==> src/rtl/commit_trace_transmitter_if.sv <==
// -----------------------------------------------------------------------------
// commit_trace_transmitter_if
//
// Word-serial valid/ready link carrying commit trace records from the
// hardware-side transmitter to the host-side trace reader.
//
// Signals:
//   txValid  producer -> consumer  txData holds a valid word
//   txData   producer -> consumer  current 32-bit word
//   txLast   producer -> consumer  current word is the last of its record
//   txReady  consumer -> producer  consumer accepts the word this cycle
//
// Modports:
//   master  transmitter side (drives txValid/txData/txLast)
//   slave   reader side (drives txReady)
// -----------------------------------------------------------------------------
interface commit_trace_transmitter_if;
  logic        txValid;
  logic [31:0] txData;
  logic        txLast;
  logic        txReady;

  modport master (output txValid, output txData, output txLast, input txReady);
  modport slave  (input txValid, input txData, input txLast, output txReady);
endinterface

==> src/rtl/commit_trace_transmitter.sv <==
// -----------------------------------------------------------------------------
// commit_trace_transmitter
//
// Observes up to COMMIT_WIDTH committed ops per cycle, buffers one record per
// op in a FIFO and serializes each record as 32-bit words on a valid/ready
// link. It never back-pressures the commit stage: ops that do not fit are
// dropped and counted in a saturating 16-bit counter.
//
// Record layout:
//   word 0  {4'hC, writeReg, logDst, phyDst, sid zero-extended to 15 bits}
//   word 1  PC zero-extended to 32 bits
//   word 2  enqueue-cycle timestamp (only with RSD_COMMIT_TRACE_TIMESTAMP_EN)
// The header packing fills exactly 32 bits when LREG_WIDTH + PREG_WIDTH = 12.
//
// Ports:
//   clk, rst     clock and synchronous active-high reset
//   cmValid      per-slot commit strobe
//   cmSid        per-slot op serial
//   cmPc         per-slot PC
//   cmWriteReg   per-slot "writes a destination register"
//   cmLogDst     per-slot logical destination
//   cmPhyDst     per-slot physical destination
//   tx           trace word link (master side)
//   dropCount    records dropped since reset, saturating at 16'hFFFF
//
// Configuration macro:
//   RSD_COMMIT_TRACE_TIMESTAMP_EN  adds a free-running 32-bit cycle counter
//                                  and a third word per record.
// -----------------------------------------------------------------------------
module commit_trace_transmitter #(
  parameter int COMMIT_WIDTH = 2,
  parameter int FIFO_DEPTH   = 16,
  parameter int SID_WIDTH    = 10,
  parameter int LREG_WIDTH   = 5,
  parameter int PREG_WIDTH   = 7,
  parameter int PC_WIDTH     = 32
) (
  input  logic                                    clk,
  input  logic                                    rst,
  input  logic [COMMIT_WIDTH-1:0]                 cmValid,
  input  logic [COMMIT_WIDTH-1:0][SID_WIDTH-1:0]  cmSid,
  input  logic [COMMIT_WIDTH-1:0][PC_WIDTH-1:0]   cmPc,
  input  logic [COMMIT_WIDTH-1:0]                 cmWriteReg,
  input  logic [COMMIT_WIDTH-1:0][LREG_WIDTH-1:0] cmLogDst,
  input  logic [COMMIT_WIDTH-1:0][PREG_WIDTH-1:0] cmPhyDst,
  commit_trace_transmitter_if.master              tx,
  output logic [15:0]                             dropCount
);

`ifdef RSD_COMMIT_TRACE_TIMESTAMP_EN
  localparam int N_WORDS = 3;
`else
  localparam int N_WORDS = 2;
`endif
  localparam int PTR_W  = $clog2(FIFO_DEPTH);
  localparam int CNT_W  = PTR_W + 1;
  localparam int SLOT_W = $clog2(COMMIT_WIDTH + 1);
  // One width for occupancy and slot arithmetic so comparisons are exact.
  localparam int ACC_W  = (CNT_W > SLOT_W) ? CNT_W : SLOT_W;

  // Record storage, one array per word position.
  logic [31:0] hdr_mem [FIFO_DEPTH];
  logic [31:0] pc_mem  [FIFO_DEPTH];
`ifdef RSD_COMMIT_TRACE_TIMESTAMP_EN
  logic [31:0] ts_mem  [FIFO_DEPTH];
  logic [31:0] ts_reg;
`endif

  logic [PTR_W-1:0] wr_ptr_reg;
  logic [PTR_W-1:0] rd_ptr_reg;
  logic [ACC_W-1:0] count_reg;
  logic [1:0]       w_idx_reg;
  logic [15:0]      drop_count_reg;

  logic [COMMIT_WIDTH-1:0][ACC_W-1:0] slot_rank;
  logic [COMMIT_WIDTH-1:0]            slot_wen;
  logic [COMMIT_WIDTH-1:0][PTR_W-1:0] slot_addr;
  logic [COMMIT_WIDTH-1:0][31:0]      slot_hdr;
  logic [COMMIT_WIDTH-1:0][31:0]      slot_pc;

  logic [ACC_W-1:0] valid_total;
  logic [ACC_W-1:0] free_space;
  logic [ACC_W-1:0] push_count;
  logic [ACC_W-1:0] drop_slots;
  logic [16:0]      drop_sum;
  logic             tx_fire;
  logic             pop;
  logic [31:0]      tx_word;

  // Free space uses the start-of-cycle count: a same-cycle pop does not
  // make room for this cycle's commits.
  assign free_space = ACC_W'(FIFO_DEPTH) - count_reg;

  // Rank of each valid slot among the valid slots (compaction order).
  always_comb begin : p_rank
    logic [ACC_W-1:0] acc;
    acc = '0;
    for (int i = 0; i < COMMIT_WIDTH; i++) begin
      slot_rank[i] = acc;
      acc = acc + ACC_W'(cmValid[i]);
    end
    valid_total = acc;
  end

  assign push_count = (valid_total > free_space) ? free_space : valid_total;
  assign drop_slots = valid_total - push_count;
  assign drop_sum   = {1'b0, drop_count_reg} + 17'(drop_slots);

  genvar gi;
  generate
    for (gi = 0; gi < COMMIT_WIDTH; gi++) begin : g_slot
      // Lowest-ranked valid slots win the available entries.
      assign slot_wen[gi]  = cmValid[gi] && (slot_rank[gi] < free_space);
      assign slot_addr[gi] = wr_ptr_reg + PTR_W'(slot_rank[gi]);
      assign slot_hdr[gi]  = 32'({4'hC, cmWriteReg[gi], cmLogDst[gi],
                                  cmPhyDst[gi], 15'(cmSid[gi])});
      assign slot_pc[gi]   = 32'(cmPc[gi]);
    end
  endgenerate

  always_ff @(posedge clk) begin
    for (int i = 0; i < COMMIT_WIDTH; i++) begin
      if (slot_wen[i]) begin
        hdr_mem[slot_addr[i]] <= slot_hdr[i];
        pc_mem[slot_addr[i]]  <= slot_pc[i];
`ifdef RSD_COMMIT_TRACE_TIMESTAMP_EN
        ts_mem[slot_addr[i]]  <= ts_reg;
`endif
      end
    end
  end

  assign tx_fire = tx.txValid && tx.txReady;
  assign pop     = tx_fire && tx.txLast;

  always_ff @(posedge clk) begin
    if (rst) begin
      wr_ptr_reg     <= '0;
      rd_ptr_reg     <= '0;
      count_reg      <= '0;
      w_idx_reg      <= '0;
      drop_count_reg <= '0;
`ifdef RSD_COMMIT_TRACE_TIMESTAMP_EN
      ts_reg         <= '0;
`endif
    end else begin
      wr_ptr_reg <= wr_ptr_reg + PTR_W'(push_count);
      count_reg  <= count_reg + push_count - ACC_W'(pop);
      if (pop) begin
        rd_ptr_reg <= rd_ptr_reg + PTR_W'(1);
      end
      if (tx_fire) begin
        w_idx_reg <= tx.txLast ? 2'd0 : w_idx_reg + 2'd1;
      end
      drop_count_reg <= drop_sum[16] ? 16'hFFFF : drop_sum[15:0];
`ifdef RSD_COMMIT_TRACE_TIMESTAMP_EN
      ts_reg <= ts_reg + 32'd1;
`endif
    end
  end

  // Word select from the head entry; forced to zero while empty so the
  // link shows a clean idle value.
  always_comb begin
    tx_word = '0;
    if (tx.txValid) begin
      case (w_idx_reg)
        2'd0:    tx_word = hdr_mem[rd_ptr_reg];
        2'd1:    tx_word = pc_mem[rd_ptr_reg];
`ifdef RSD_COMMIT_TRACE_TIMESTAMP_EN
        2'd2:    tx_word = ts_mem[rd_ptr_reg];
`endif
        default: tx_word = '0;
      endcase
    end
  end

  assign tx.txValid = (count_reg != '0);
  assign tx.txLast  = (w_idx_reg == 2'(N_WORDS - 1));
  assign tx.txData  = tx_word;
  assign dropCount  = drop_count_reg;

endmodule

==> src/flat_wrapper.sv <==
// flat-port wrapper written by rule: the top's interface ports become plain ports
module commit_trace_transmitter_flat 
#(
  parameter int COMMIT_WIDTH = 2,
  parameter int FIFO_DEPTH   = 16,
  parameter int SID_WIDTH    = 10,
  parameter int LREG_WIDTH   = 5,
  parameter int PREG_WIDTH   = 7,
  parameter int PC_WIDTH     = 32
)
  (clk, rst, cmValid, cmSid, cmPc, cmWriteReg, cmLogDst, cmPhyDst, dropCount, tx_txValid, tx_txData, tx_txLast, tx_txReady);
  commit_trace_transmitter_if tx_i ();
  input  logic clk;
  input  logic rst;
  input  logic [COMMIT_WIDTH-1:0] cmValid;
  input  logic [COMMIT_WIDTH-1:0][SID_WIDTH-1:0] cmSid;
  input  logic [COMMIT_WIDTH-1:0][PC_WIDTH-1:0] cmPc;
  input  logic [COMMIT_WIDTH-1:0] cmWriteReg;
  input  logic [COMMIT_WIDTH-1:0][LREG_WIDTH-1:0] cmLogDst;
  input  logic [COMMIT_WIDTH-1:0][PREG_WIDTH-1:0] cmPhyDst;
  output logic [15:0] dropCount;
  output wire logic [$bits(tx_i.txValid)-1:0] tx_txValid;
  output wire logic [$bits(tx_i.txData)-1:0] tx_txData;
  output wire logic [$bits(tx_i.txLast)-1:0] tx_txLast;
  input wire logic [$bits(tx_i.txReady)-1:0] tx_txReady;
  assign tx_txValid = tx_i.txValid;
  assign tx_txData = tx_i.txData;
  assign tx_txLast = tx_i.txLast;
  assign tx_i.txReady = tx_txReady;
  commit_trace_transmitter #(.COMMIT_WIDTH(COMMIT_WIDTH), .FIFO_DEPTH(FIFO_DEPTH), .SID_WIDTH(SID_WIDTH), .LREG_WIDTH(LREG_WIDTH), .PREG_WIDTH(PREG_WIDTH), .PC_WIDTH(PC_WIDTH)) u_core (.clk(clk), .rst(rst), .cmValid(cmValid), .cmSid(cmSid), .cmPc(cmPc), .cmWriteReg(cmWriteReg), .cmLogDst(cmLogDst), .cmPhyDst(cmPhyDst), .tx(tx_i), .dropCount(dropCount));
endmodule
==> config.mk <==
export PLATFORM = sky130hd
export DESIGN_NAME = commit_trace_transmitter_flat
export DESIGN_NICKNAME = d
export VERILOG_FILES = /design/src/rtl/commit_trace_transmitter_if.sv /design/src/rtl/commit_trace_transmitter.sv /design/src/flat_wrapper.sv
export SDC_FILE = /design/constraint.sdc
export NUM_CORES = 1
export LEC_CHECK = 0
export BUFFER_PORTS_ARGS = -buffer_cell sky130_fd_sc_hd__buf_2
export CAP_MARGIN = 20
export CORE_MARGIN = 8
export CORE_UTILIZATION = 50
export DETAILED_ROUTE_END_ITERATION = 10
export PLACE_DENSITY = 0.74
export RECOVER_POWER = 50
export SYNTH_ARGS = -nofsm -noshare
export SYNTH_HDL_FRONTEND = slang
export SYNTH_SLANG_ARGS = --single-unit
==> constraint.sdc <==
create_clock -name clk -period 7.05 [get_ports clk]
set_clock_uncertainty 0.2 [all_clocks]
set_input_delay 0.3525 -clock clk [delete_from_list [all_inputs] [get_ports clk]]
set_output_delay 0.3525 -clock clk [all_outputs]
set_load 0.01 [all_outputs]
Yosys cells after proc, flatten, opt, wreduce, memory -nomap -nowiden
Memory sizes are Yosys's and may differ from the RTL's. A register that Yosys moved wholly into a read port is not among the register bits.
Cells that the tools add are included.
{"block": "totals", "register_bits": 31, "ramBits": 880, "elab_cells": 40, "out_inout_bits": 50, "inputBits": 115, "memories": 2}
{"block": "classes", "addsub": 10, "n_reduce_logical": 6, "n_eq_ne": 1, "muxes": 13, "n_lt_le_gt_ge": 3}
{"memory": "u_core.pc_mem", "depth": 16, "word_bits": 32, "read_ports": 1, "rd_ports_with_merged_regs": 1, "write_ports": 2, "line_no": "commit_trace_transmitter.sv:63", "text": "logic [31:0] pc_mem [FIFO_DEPTH];"}
{"memory": "u_core.hdr_mem", "depth": 16, "word_bits": 23, "read_ports": 1, "rd_ports_with_merged_regs": 1, "write_ports": 2, "line_no": "commit_trace_transmitter.sv:62", "text": "logic [31:0] hdr_mem [FIFO_DEPTH];"}
{"op": "32-bit one-hot mux with 2 select lines", "count": 1}
{"op": "32-bit 2-to-1 mux", "count": 1}
{"op": "16-bit by 5-bit adder with 17-bit output", "count": 1}
{"op": "16-bit 2-to-1 mux", "count": 1}
{"op": "4-bit 2-to-1 mux", "count": 4}
{"op": "5-bit adder", "count": 1}
{"op": "5-bit > comparator", "count": 1}
{"op": "1-bit by 5-bit < comparator with 1-bit output", "count": 1}
{"op": "1-bit by 5-bit < comparator with 1-bit output, first input constant", "count": 1}
{"op": "5-bit 2-to-1 mux", "count": 1}
{"op": "5-bit nonzero test", "count": 1}
{"op": "5-bit by 1-bit subtractor with 5-bit output", "count": 1}
{"op": "5-bit subtractor", "count": 1}
{"op": "5-bit subtractor, first input constant", "count": 1}
{"op": "4-bit by 1-bit adder with 4-bit output", "count": 1}
{"op": "4-bit by 1-bit adder with 4-bit output, second input constant", "count": 1}
{"op": "4-bit adder", "count": 1}
{"op": "1-bit logical AND", "count": 4}
{"op": "1-bit 2-to-1 mux", "count": 4}
{"op": "1-bit by 1-bit adder with 2-bit output", "count": 1}
{"op": "2-bit by 1-bit adder with 2-bit output, second input constant", "count": 1}
{"op": "2-bit by 1-bit == test with 1-bit output, second input constant", "count": 1}
{"op": "2-bit zero test", "count": 1}
{"op": "2-bit 2-to-1 mux", "count": 1}

Longest topological paths before layout
{"block": "depth", "word_depth": 6, "ltp_mapped": 19, "depth_no_buf": 17}

Worst setup path after synthesis
No wires, ideal clock.
{"block": "synth_path", "path_type": "reg-to-reg", "from": "register u_core.count_reg[0]", "to": "memory u_core.hdr_mem[10][0] in the netlist's numbering, enable pin", "setup_ns": 0.544, "slack_ns": 0.657, "n_path_buf": 0, "path_stages_with_launch": 10, "required_ns": 6.306, "synth_period_minus_slack_ns": 6.393, "arrival_time_ns": 5.649, "cell_sequence": "dfxtp_1 inv_1 ha_1 and3_1 ha_1 nand2b_1 nor4_1 a21oi_1 nand4b_1 o21ai_0"}
{"item": "start: declaration", "line_no": "commit_trace_transmitter.sv:71", "text": "logic [ACC_W-1:0] count_reg;"}
{"item": "start signal: assignment", "line_no": "commit_trace_transmitter.sv:148", "text": "count_reg <= count_reg + push_count - ACC_W'(pop);"}
{"item": "end: declaration", "line_no": "commit_trace_transmitter.sv:62"}

==> run metrics <==
Post-DP HPWL 72.7 mm; most frequent cells in the layout edfxtp_1, mux2_2, mux2_1, mux4_2, buf_2; Async S/R FF share, synth 0%; post-cts hold buffer count 48; final hold violation count 0; I/O pins 165; fmax ~160 MHz; min cycle time layout 6.11 ns; drt wl/cell around 32 microns; worst-skew pair later-pin latency ~0.68 ns; Final Net Count 2963; num rows 112; Overall Global Routing Usage 24.6%; Max-cap violations 13; vias in the first global route 28800; CP endpoint kind flop; CTS tree yes; PnR worst setup slack 0.939 ns; Cells after Synth 2755; Pwr Density around 330 mW/mm^2; cts bufs inserted 95; Post-synth EDFFs 880; main flop type after synthesis edfxtp_1; outcome finished, violations left; level count of the clock H-tree 3; # fillers 7348; post-CTS resize count 0; first-pass GRT wire length 191 mm; largest net degree at the start of global routing 136; chip height 323 microns; RSZ-0062 raised after global routing false; leading cell type in the layout, fill and taps excluded edfxtp_1; DRC violation count after routing 0; grt met2 use 40.4%; r2r worst-path depth 11; Post-CTS Setup Repair Bufs 0; leakage power of the design around 17 nW; Initial Util 50.4%; GRT overflow 0; reg-to-reg setup timing slack 0.94 ns; Layout Cells excl Fill 4156; CTS Root Cell clkbuf_16; routed via count 27400; top cells by area, synth edfxtp_1, mux2_2, mux4_2; met3 Track Usage GR between 5 and 6%; width of the die 323 microns; worst slack, placed 1.65 ns; Area Overhead vs Synth 9.61%; Core Region 0.0933 sq mm; Worst EP arrival 6.21 ns; number of port buffers 164; crit path to u_core.hdr_mem[0][9]$_DFFE_PP_; Mapped Area 0.0471 sq mm; worst setup path start u_core.count_reg[0]$_SDFF_PP0_; Total Power 17.1 mW; Slew HR -84.9%; Seq/Total Area, Yosys roughly 58%; initial antenna violation count 12; clock sink count 915; Max Root-Sink Buffers 3; Post-DRT Antenna Nets 0; failing checks max-capacitance violations, max-slew violations; critical path class flop to flop; Crit Path Max Fanout 40; via-per-instance ratio 6.59; Critical R2R Launch u_core.count_reg[0]$_SDFF_PP0_; Synth top area share 56.1%; number of setup violations in the final report 0; yosys warns 0; area leader, netlist edfxtp_1; Layout Utilization 55.3%; Final Max Tran Viols 497; max reg flops between 500 and 600; FF-to-FF End u_core.hdr_mem[0][9]$_DFFE_PP_; met1 GRT Util roughly a third; Final Routed Wirelength 131 mm; clock-pin slew on the worst setup and hold paths 0.06 ns; first-pass detailed-route iteration total 7; Yosys cell types 59; worst vdd ir 0.256 mV; die footprint 0.104 sq mm; placer congestion estimate 0.825; share of cells above drive strength 1 43.0%; worst min path class primary input to flop; synthesized flop and latch total 915; startpoint types flop; setup tns final 0 ns; Synth Area per Inst between 15 and 20 sq um; worst slew pin tran 2.75 ns; Initial DRC Count 2875; most crowded layer after global routing met2; Tcrit/Tclk final 86.7%; Critical Path RT 7.15 ns; dpl cells 3926
==> area by class of cell <==
| type | count | area (sq um) | share of cell area, % |
|---|---|---|---|
| inverters | 25 | 93.8 | 0.182 |
| clock inverters | 66 | 806 | 1.56 |
| multi-input cells | 1522 | 17900 | 34.7 |
| flip-flops and latches | 915 | 27100 | 52.6 |
| clock buffers | 107 | 2440 | 4.73 |
| repair buffers | 259 | 1640 | 3.18 |
| well taps | 1254 | 1570 | 3.04 |
| diodes | 8 | 20.0 | 0.0388 |
==> cell families after synthesis <==
| logic type | count (synthesis) | share of synthesized area [%] |
|---|---|---|
| buffers and inverters | 319 | 3.72 |
| AO/OA/AOI/OAI | 194 | 2.92 |
| XOR/XNOR | 21 | 0.391 |
| AND/OR/NAND/NOR | 131 | 1.56 |
| other | 2 | 0.0160 |
| multiplexers | 1143 | 32.9 |
| flip-flops | 915 | 57.6 |
| adder cells (fa/ha/maj) | 30 | 0.861 |
==> synthesized netlist by cell type (2+ instances only) <==
library cell and n:
edfxtp_1 880, mux2_2 672, mux4_2 197, clkbuf_1 166
mux2_4 131, a22oi_1 92, mux2_1 77, mux2i_1 66
buf_6 55, buf_2 38, nand4_1 37, dfxtp_1 35
nor2_1 27, ha_1 26, buf_4 25, inv_1 25
a21oi_1 24, o211ai_1 23, o21ai_0 20, nand2_1 19
xor2_1 11, buf_1 10, xnor2_1 10, nor2b_1 8
o22ai_1 7, nand3_1 6, a21o_1 5, a31oi_1 5
and3_1 5, fa_1 4, nand2b_1 4, a311oi_1 3
nand4b_1 3, nor3_1 3, o21bai_1 3, or3_1 3
a211oi_1 2, a21oi_2 2, conb_1 2, nand3b_1 2
nor3b_1 2, nor4_1 2, o221ai_1 2
==> worst max-delay path, stage by stage (launching register included) <==
cell      delay [ns]
dfxtp_1         0.43
inv_1           0.12
ha_1            0.26
and3_1          0.16
ha_1            0.31
nand2_1         0.10
nor3_1          0.08
a221oi_1        1.06
nand2_1         1.06
clkbuf_2        1.09
o21ai_4         0.28
buf_4           0.51
==> stage by stage <==
stage | hold slack [ns] | cell area [sq um]
3_3_place_gp | 0.308 | 48500
3_5_place_dp | 0.316 | 48500
6_report | 0.0247 | 51600
5_1_grt | 0.0242 | 51600
2_1_floorplan | 0.224 | 47100
4_1_cts | 0.000159 | 52200
==> worst min-delay path by stage <==
stage | startpoint | endpoint | slack (ns) | cells after the start
after CTS | cmPc[30] | u_core.pc_mem[5][30]$_DFFE_PP_ | 0.0002 | 2
after detailed placement | u_core.w_idx_reg[1]$_SDFFE_PP0P_ | u_core.w_idx_reg[1]$_SDFFE_PP0P_ | 0.32 | 2
after floorplan | rst | u_core.count_reg[0]$_SDFF_PP0_ | 0.22 | 1
final | cmPc[50] | u_core.pc_mem[7][18]$_DFFE_PP_ | 0.02 | 2
after global placement | u_core.dropCount[10]$_SDFF_PP0_ | u_core.dropCount[10]$_SDFF_PP0_ | 0.31 | 2
after global routing | cmLogDst[9] | u_core.hdr_mem[7][21]$_DFFE_PP_ | 0.02 | 2
==> routing by layer <==
metal  routed length [microns]  vias up
li1                          -    11200
met1                     51200    14400
met2                     63600     1469
met3                     11600      295
met4                      4890        4
met5                        26        -
==> power breakdown <==
group          switching, mW  leakage, nW  internal, mW
sequential             0.268         8.27          7.05
combinational           2.71         7.04          1.74
clock                   2.18         1.60          3.12
Power figures use the tool's default switching activity.
